## src/rtl/pixel_plot_sink.sv

```systemverilog
// pixel_plot_sink: clips plot requests, queues them and writes the framebuffer; full-screen clear sequencer.
// Optional PLOT_CLIP_COUNT_EN adds a saturating clip_count output.
module pixel_plot_sink #(
  parameter int SCREEN_W   = 160,
  parameter int SCREEN_H   = 120,
  parameter int FIFO_DEPTH = 8
) (
  input  logic        clk,
  input  logic        rst,
  input  logic [7:0]  vga_x,
  input  logic [6:0]  vga_y,
  input  logic [2:0]  vga_colour,
  input  logic        vga_plot,
  input  logic        clear_start,
  input  logic [2:0]  clear_colour,
  output logic [14:0] fb_addr,
  output logic [2:0]  fb_data,
  output logic        fb_we,
  input  logic        fb_ready,
  output logic        overflow,
  output logic        clear_done,
`ifdef PLOT_CLIP_COUNT_EN
  output logic [15:0] clip_count,
`endif
  output logic        idle
);
  localparam int AW = $clog2(FIFO_DEPTH);
  localparam logic [AW:0] DEPTH_C = (AW+1)'(FIFO_DEPTH);
  localparam logic [14:0] LAST = 15'(SCREEN_W * SCREEN_H - 1);
  typedef enum logic [1:0] {IDLE, WRITE, CLEAR} state_t;
  state_t state_q, state_d;
  logic [17:0] mem [FIFO_DEPTH];
  logic [AW-1:0] wr_q, wr_d, rd_q, rd_d;
  logic [AW:0] cnt_q, cnt_d;
  logic [14:0] caddr_q, caddr_d, push_addr;
  logic [2:0] ccol_q, ccol_d;
  logic pend_q, pend_d, ovf_q, ovf_d, done_q, done_d;
  logic in_range, push, pop, clear_last;
  always_comb begin
    in_range = (32'(vga_x) < SCREEN_W) && (32'(vga_y) < SCREEN_H);
    push_addr = 15'(32'(vga_y) * SCREEN_W + 32'(vga_x));
    pop = (state_q == WRITE) && fb_ready;
    push = vga_plot && in_range && ((cnt_q < DEPTH_C) || pop);
    cnt_d = cnt_q + (AW+1)'(push) - (AW+1)'(pop);
    wr_d = push ? wr_q + AW'(1) : wr_q;
    rd_d = pop ? rd_q + AW'(1) : rd_q;
    clear_last = (state_q == CLEAR) && fb_ready && (caddr_q == LAST);
    // a clear_start while one is pending or running only retargets the colour
    pend_d = (clear_start && !pend_q) || (pend_q && !clear_last);
    ccol_d = clear_start ? clear_colour : ccol_q;
    ovf_d = (vga_plot && in_range && !push) || (ovf_q && !clear_start);
    done_d = clear_last;
    caddr_d = ((state_q == CLEAR) && fb_ready) ? (clear_last ? 15'd0 : caddr_q + 15'd1) : caddr_q;
    state_d = state_q;
    case (state_q)
      IDLE:    state_d = (pend_d && cnt_q == 0) ? CLEAR : (cnt_d != 0) ? WRITE : IDLE;
      WRITE:   state_d = !fb_ready ? WRITE : (cnt_d != 0 && !pend_d) ? WRITE : IDLE;
      CLEAR:   state_d = clear_last ? IDLE : CLEAR;
      default: state_d = IDLE;
    endcase
  end
  always_ff @(posedge clk) if (push) mem[wr_q] <= {push_addr, vga_colour};
  always_ff @(posedge clk or posedge rst) begin
    if (rst) begin
      state_q <= IDLE;
      wr_q <= '0;
      rd_q <= '0;
      cnt_q <= '0;
      caddr_q <= '0;
      ccol_q <= '0;
      pend_q <= 1'b0;
      ovf_q <= 1'b0;
      done_q <= 1'b0;
    end else begin
      state_q <= state_d;
      wr_q <= wr_d;
      rd_q <= rd_d;
      cnt_q <= cnt_d;
      caddr_q <= caddr_d;
      ccol_q <= ccol_d;
      pend_q <= pend_d;
      ovf_q <= ovf_d;
      done_q <= done_d;
    end
  end
`ifdef PLOT_CLIP_COUNT_EN
  logic [15:0] clip_q, clip_d;
  logic clip_hit;
  always_comb begin
    clip_hit = vga_plot && !in_range;
    clip_d = clear_start ? 16'(clip_hit) : (clip_hit && clip_q != 16'hFFFF) ? clip_q + 16'd1 : clip_q;
  end
  always_ff @(posedge clk or posedge rst) begin
    if (rst) clip_q <= '0;
    else clip_q <= clip_d;
  end
  assign clip_count = clip_q;
`endif
  assign fb_we = state_q != IDLE;
  assign fb_addr = (state_q == WRITE) ? mem[rd_q][17:3] : (state_q == CLEAR) ? caddr_q : 15'd0;
  assign fb_data = (state_q == WRITE) ? mem[rd_q][2:0] : (state_q == CLEAR) ? ccol_q : 3'd0;
  assign overflow = ovf_q;
  assign clear_done = done_q;
  assign idle = (state_q == IDLE) && (cnt_q == 0) && !pend_q;
endmodule

```

## config.mk

```make
export PLATFORM = sky130hd
export DESIGN_NAME = pixel_plot_sink
export DESIGN_NICKNAME = d
export VERILOG_FILES = /design/src/rtl/pixel_plot_sink.sv
export SDC_FILE = /design/constraint.sdc
export NUM_CORES = 1
export LEC_CHECK = 0
export ABC_AREA = 1
export CAP_MARGIN = 30
export CORE_UTILIZATION = 55
export DETAILED_ROUTE_END_ITERATION = 7
export GPL_ROUTABILITY_DRIVEN = 0
export PLACE_DENSITY = 0.74
export SETUP_SLACK_MARGIN = 0.05
export SLEW_MARGIN = 20
export SYNTH_ARGS = -nofsm -noshare
export SYNTH_HDL_FRONTEND = slang
export SYNTH_SLANG_ARGS = --single-unit
```

## constraint.sdc

```tcl
create_clock -name clk -period 3.7 [get_ports clk]
set_input_delay 0.37 -clock clk [delete_from_list [all_inputs] [get_ports clk]]
set_output_delay 0.37 -clock clk [all_outputs]
set_load 0.02 [all_outputs]
```

==> flow_results.org <==
** Outcome
- Status :: finished, violations left
- The final reports fail on design-rule violations.

** GRT
- Entering global routing, the biggest net connects 77 pins.
- Congestion Overflow GR :: 0
- Vias in the first global route :: 5679
- Global routing used 5.07% of the available met3 tracks.
- For met1 alone, demand over resource in global routing was 33.2%.
- The global routing stage identified its most utilized layer as met2.
- The initial antenna violation count was 0.
- Wire length of the first global-routing pass :: 29300 um
- Global-route met2 utilization :: 39.8%
- Total routing usage reported by global routing :: 24.9%

** Floorplanning
- Effective utilization at floorplan :: 56.7%
- From left edge to right edge, the die measures 125 um.
- The floorplan has 44 rows.
- Pin placement for this block handled 48 I/O pins.
- Area of the die :: 15600 um2
- The die is 125 um tall.
- Placeable Area :: 14600 um2

** STA
- Fin crit share :: 87.2%
- Worst rel slew slack :: 51.9%
- Adding up every negative setup slack in the final design gives 0 ns.
- Final worst setup slack :: 0.475 ns
- The worst path in the final design needs a cycle of 3.22 ns, including I/O delays and setup.
- Actual transition at the worst max-transition pin :: 0.721 ns
- Setup violations remaining at the end of the flow were counted as 0.
- Final number of hold-violating endpoints :: 0
- RSZ-0062 raised after global routing :: false
- The number of pins with negative max-slew slack in the final report came to 0.
- Clock skew on the completed layout was measured at 0.00478 ns.
- Final hold slack :: 0.349 ns
- Achievable Freq :: 0.310 GHz

** Clock network
- Clock edge transition at the registers on the reported setup and hold paths :: 0.06 ns
- The tree is rooted in a clkbuf_16.
- Clock insertion delay at the later pin of the skew report :: 0.43 ns
- TritonCTS built the clock tree.
- Once the clock tree was built, the setup fixing pass inserted 0 buffers.
- Post-CTS repair changed the size of 0 cells.
- The H-tree generated during clock tree synthesis spans 4 levels.
- CTS Buf Count :: 17
- Number of clock sinks :: 177
- CTS Buffer Depth :: 2
- The number of hold buffers added after CTS was 0.

** Power
- The completed layout was analyzed and its total power is 6.94 mW.
- In this run the power density over the cells is 726 nW/um2.
- Pleak :: 3.80 nW
- VDD sags by at most 0.000481 V.

** Worst setup path
- Crit path DAT :: 2.85 ns
- Maximum fanout along the worst path :: 76
- Crit end category :: output pin
- The critical path is of the reg -> out type.
- Worst Path Required :: 3.33 ns
- The worst setup path is launched from a flip-flop.

** Routing
- Across all layers, the routed design uses 5700 vias.
- Residual DRC :: 12
- In this run the remaining antenna-violating nets after routing total 0.
- Average routed wire per standard cell :: 18.0 um
- The detailed router finished its first iteration with 763 violations.
- The final layout contains routed wiring with a total length of 18200 um.
- Dividing the detail-routed via count by the number of cells gives 5.64.
- Drt pass-1 iters :: 8

** Yosys
- After synthesis, the cell types taking the most area are edfxtp_1, dfrtp_1, inv_1.
- Avg Cell Area, Syn :: 10.9 um2
- Number of enable flip-flop cells after synthesis :: 144
- For this run, the leading register cell type out of synthesis is edfxtp_1.
- Gate count after technology mapping :: 764
- Fraction of the yosys area taken by sequential cells :: 62.1%
- Area fraction of the dominant cell type after synthesis :: 52.1%
- Area of the mapped netlist :: 8300 um2
- The netlist uses 40 different library cells.
- Biggest area consumer among synthesized cells :: edfxtp_1
- Share of flip-flops with an asynchronous set or reset after synthesis :: 18.6%
- Synthesis inferred 177 register bits.
- Most frequent cell after synthesis :: edfxtp_1
- Number of warnings issued by yosys :: 0
- When the netlist entered floorplanning its net count stood at 814.
- Commonest cells post-synth :: edfxtp_1, inv_1, nand2_1, nand3_1, o21ai_0

** Hold path
- Hold crit path type :: in -> async

** Final layout
- After routing the design area is 9560 um2.
- Cells fill 65.3% of the core in the end.
- FF/Latch Area :: 5150 um2
- Non-filler cells in the finished layout :: 1011
- Filler instances :: 1092
- Number of diodes added for antenna fixing :: 0
- For this run, the post-layout net count is 864.
- Layout cell share with drive strength beyond 1 :: 9.67%
- Combined area of the multi-input logic cells :: 2510 um2
- Growth of design area from synthesis to finish :: 15.2%

** Place
- Count of port buffers added during placement :: 47
- OpenSTA, run right after detailed placement, puts the worst setup slack at 0.224 ns.
- Detailed placement HPWL :: 11700 um
- After detailed placement, the design holds a cell count of 979.
- The placed instances occupy a cell area of 9010 um2.

** Flow run
- Max-cap violations in this run came to 0.
[worst max-delay path, cell delays in order (launching register included)]
cell and delay, ns:
dfrtp_4 0.88, buf_12 0.34, o21ai_0 0.16, nand3_1 0.12, nand3_1 0.13, o21ai_0 0.12
clkdlybuf4s50_1 0.63
[cell families after synthesis]
logic type | Yosys count | synth area share [%]
simple gates | 225 | 13.2
buf+inv | 164 | 8.11
xor+xnor | 22 | 2.32
flops | 177 | 62.1
fa+ha+maj | 24 | 3.89
compound gates | 152 | 10.4
[layer usage]
layer  routed length, um  share of wire [%]  vias up
li1                    -                  -     2730
met1                7880                 43     2726
met2                8680                 48      208
met3                1160                6.4       36
met4                 447                2.5        0
met5                   0                  0        -
[worst paths after layout]
path,start,end,slack [ns],depth (start not counted)
worst min-delay path,rst,ccol_q[2],0.35,2
min in group clk,caddr_q[12],caddr_q[12],0.51,1
worst max register to register,state_q[1],state_q[0],0.73,17
worst min register to register,caddr_q[12],caddr_q[12],0.51,1
worst max-delay path,rd_q[0],fb_data[2],0.48,6
max in group asynchronous,rst,caddr_q[14],2.64,3
[state kept, by name, indices dropped and copies added, names as in the netlist]
signal / cells
mem: 144
caddr_q: 15
cnt_q: 4
ccol_q: 3
rd_q: 3
wr_q: 3
state_q: 2
clear_done: 1
overflow: 1
pend_q: 1
[where the power goes]
group / total [mW] / internal, mW / switching (mW) / leakage [nW]
combinational: 2.62 / 0.973 / 1.65 / 1.86
clock: 1.65 / 0.916 / 0.731 / 0.259
sequential: 2.67 / 2.44 / 0.235 / 1.69
[cell type report]
class                   instances  area share (%)
well taps                     184            2.41
clock buffers                  17            4.45
multi-input cells             423            26.3
inverters                     132            5.18
clock inverters                15            1.27
flip-flops and latches        177            53.9
repair buffers                 63            6.44
[layout by cell type, fill, tap and decap left out, drive strengths merged]
| cell | Yosys | layout |
|---|---|---|
| nor2 | 22 | 22 |
| o22ai | 2 | 2 |
| ha | 21 | 21 |
| nor3b | 1 | 1 |
| xnor2 | 5 | 5 |
| nor3 | 14 | 14 |
| buf | 26 | 16 |
| a21oi | 45 | 45 |
| a31oi | 1 | 1 |
| nand2 | 98 | 98 |
| fa | 3 | 3 |
| a41oi | 1 | 1 |
| clkinv | 1 | 12 |
| xor2 | 17 | 17 |
| clkbuf | 6 | 17 |
| a211oi | 1 | 1 |
| nand3 | 77 | 77 |
| dfrtp | 33 | 33 |
| o21ai | 66 | 66 |
| clkinvlp | 0 | 3 |
| nand3b | 3 | 3 |
| bufinv | 0 | 1 |
| o211ai | 36 | 36 |
| clkdlybuf4s50 | 0 | 47 |
| edfxtp | 144 | 144 |
| nor4 | 1 | 1 |
| inv | 131 | 131 |
| nand4 | 7 | 7 |
| or2 | 2 | 2 |
Power figures use the tool's default switching activity.
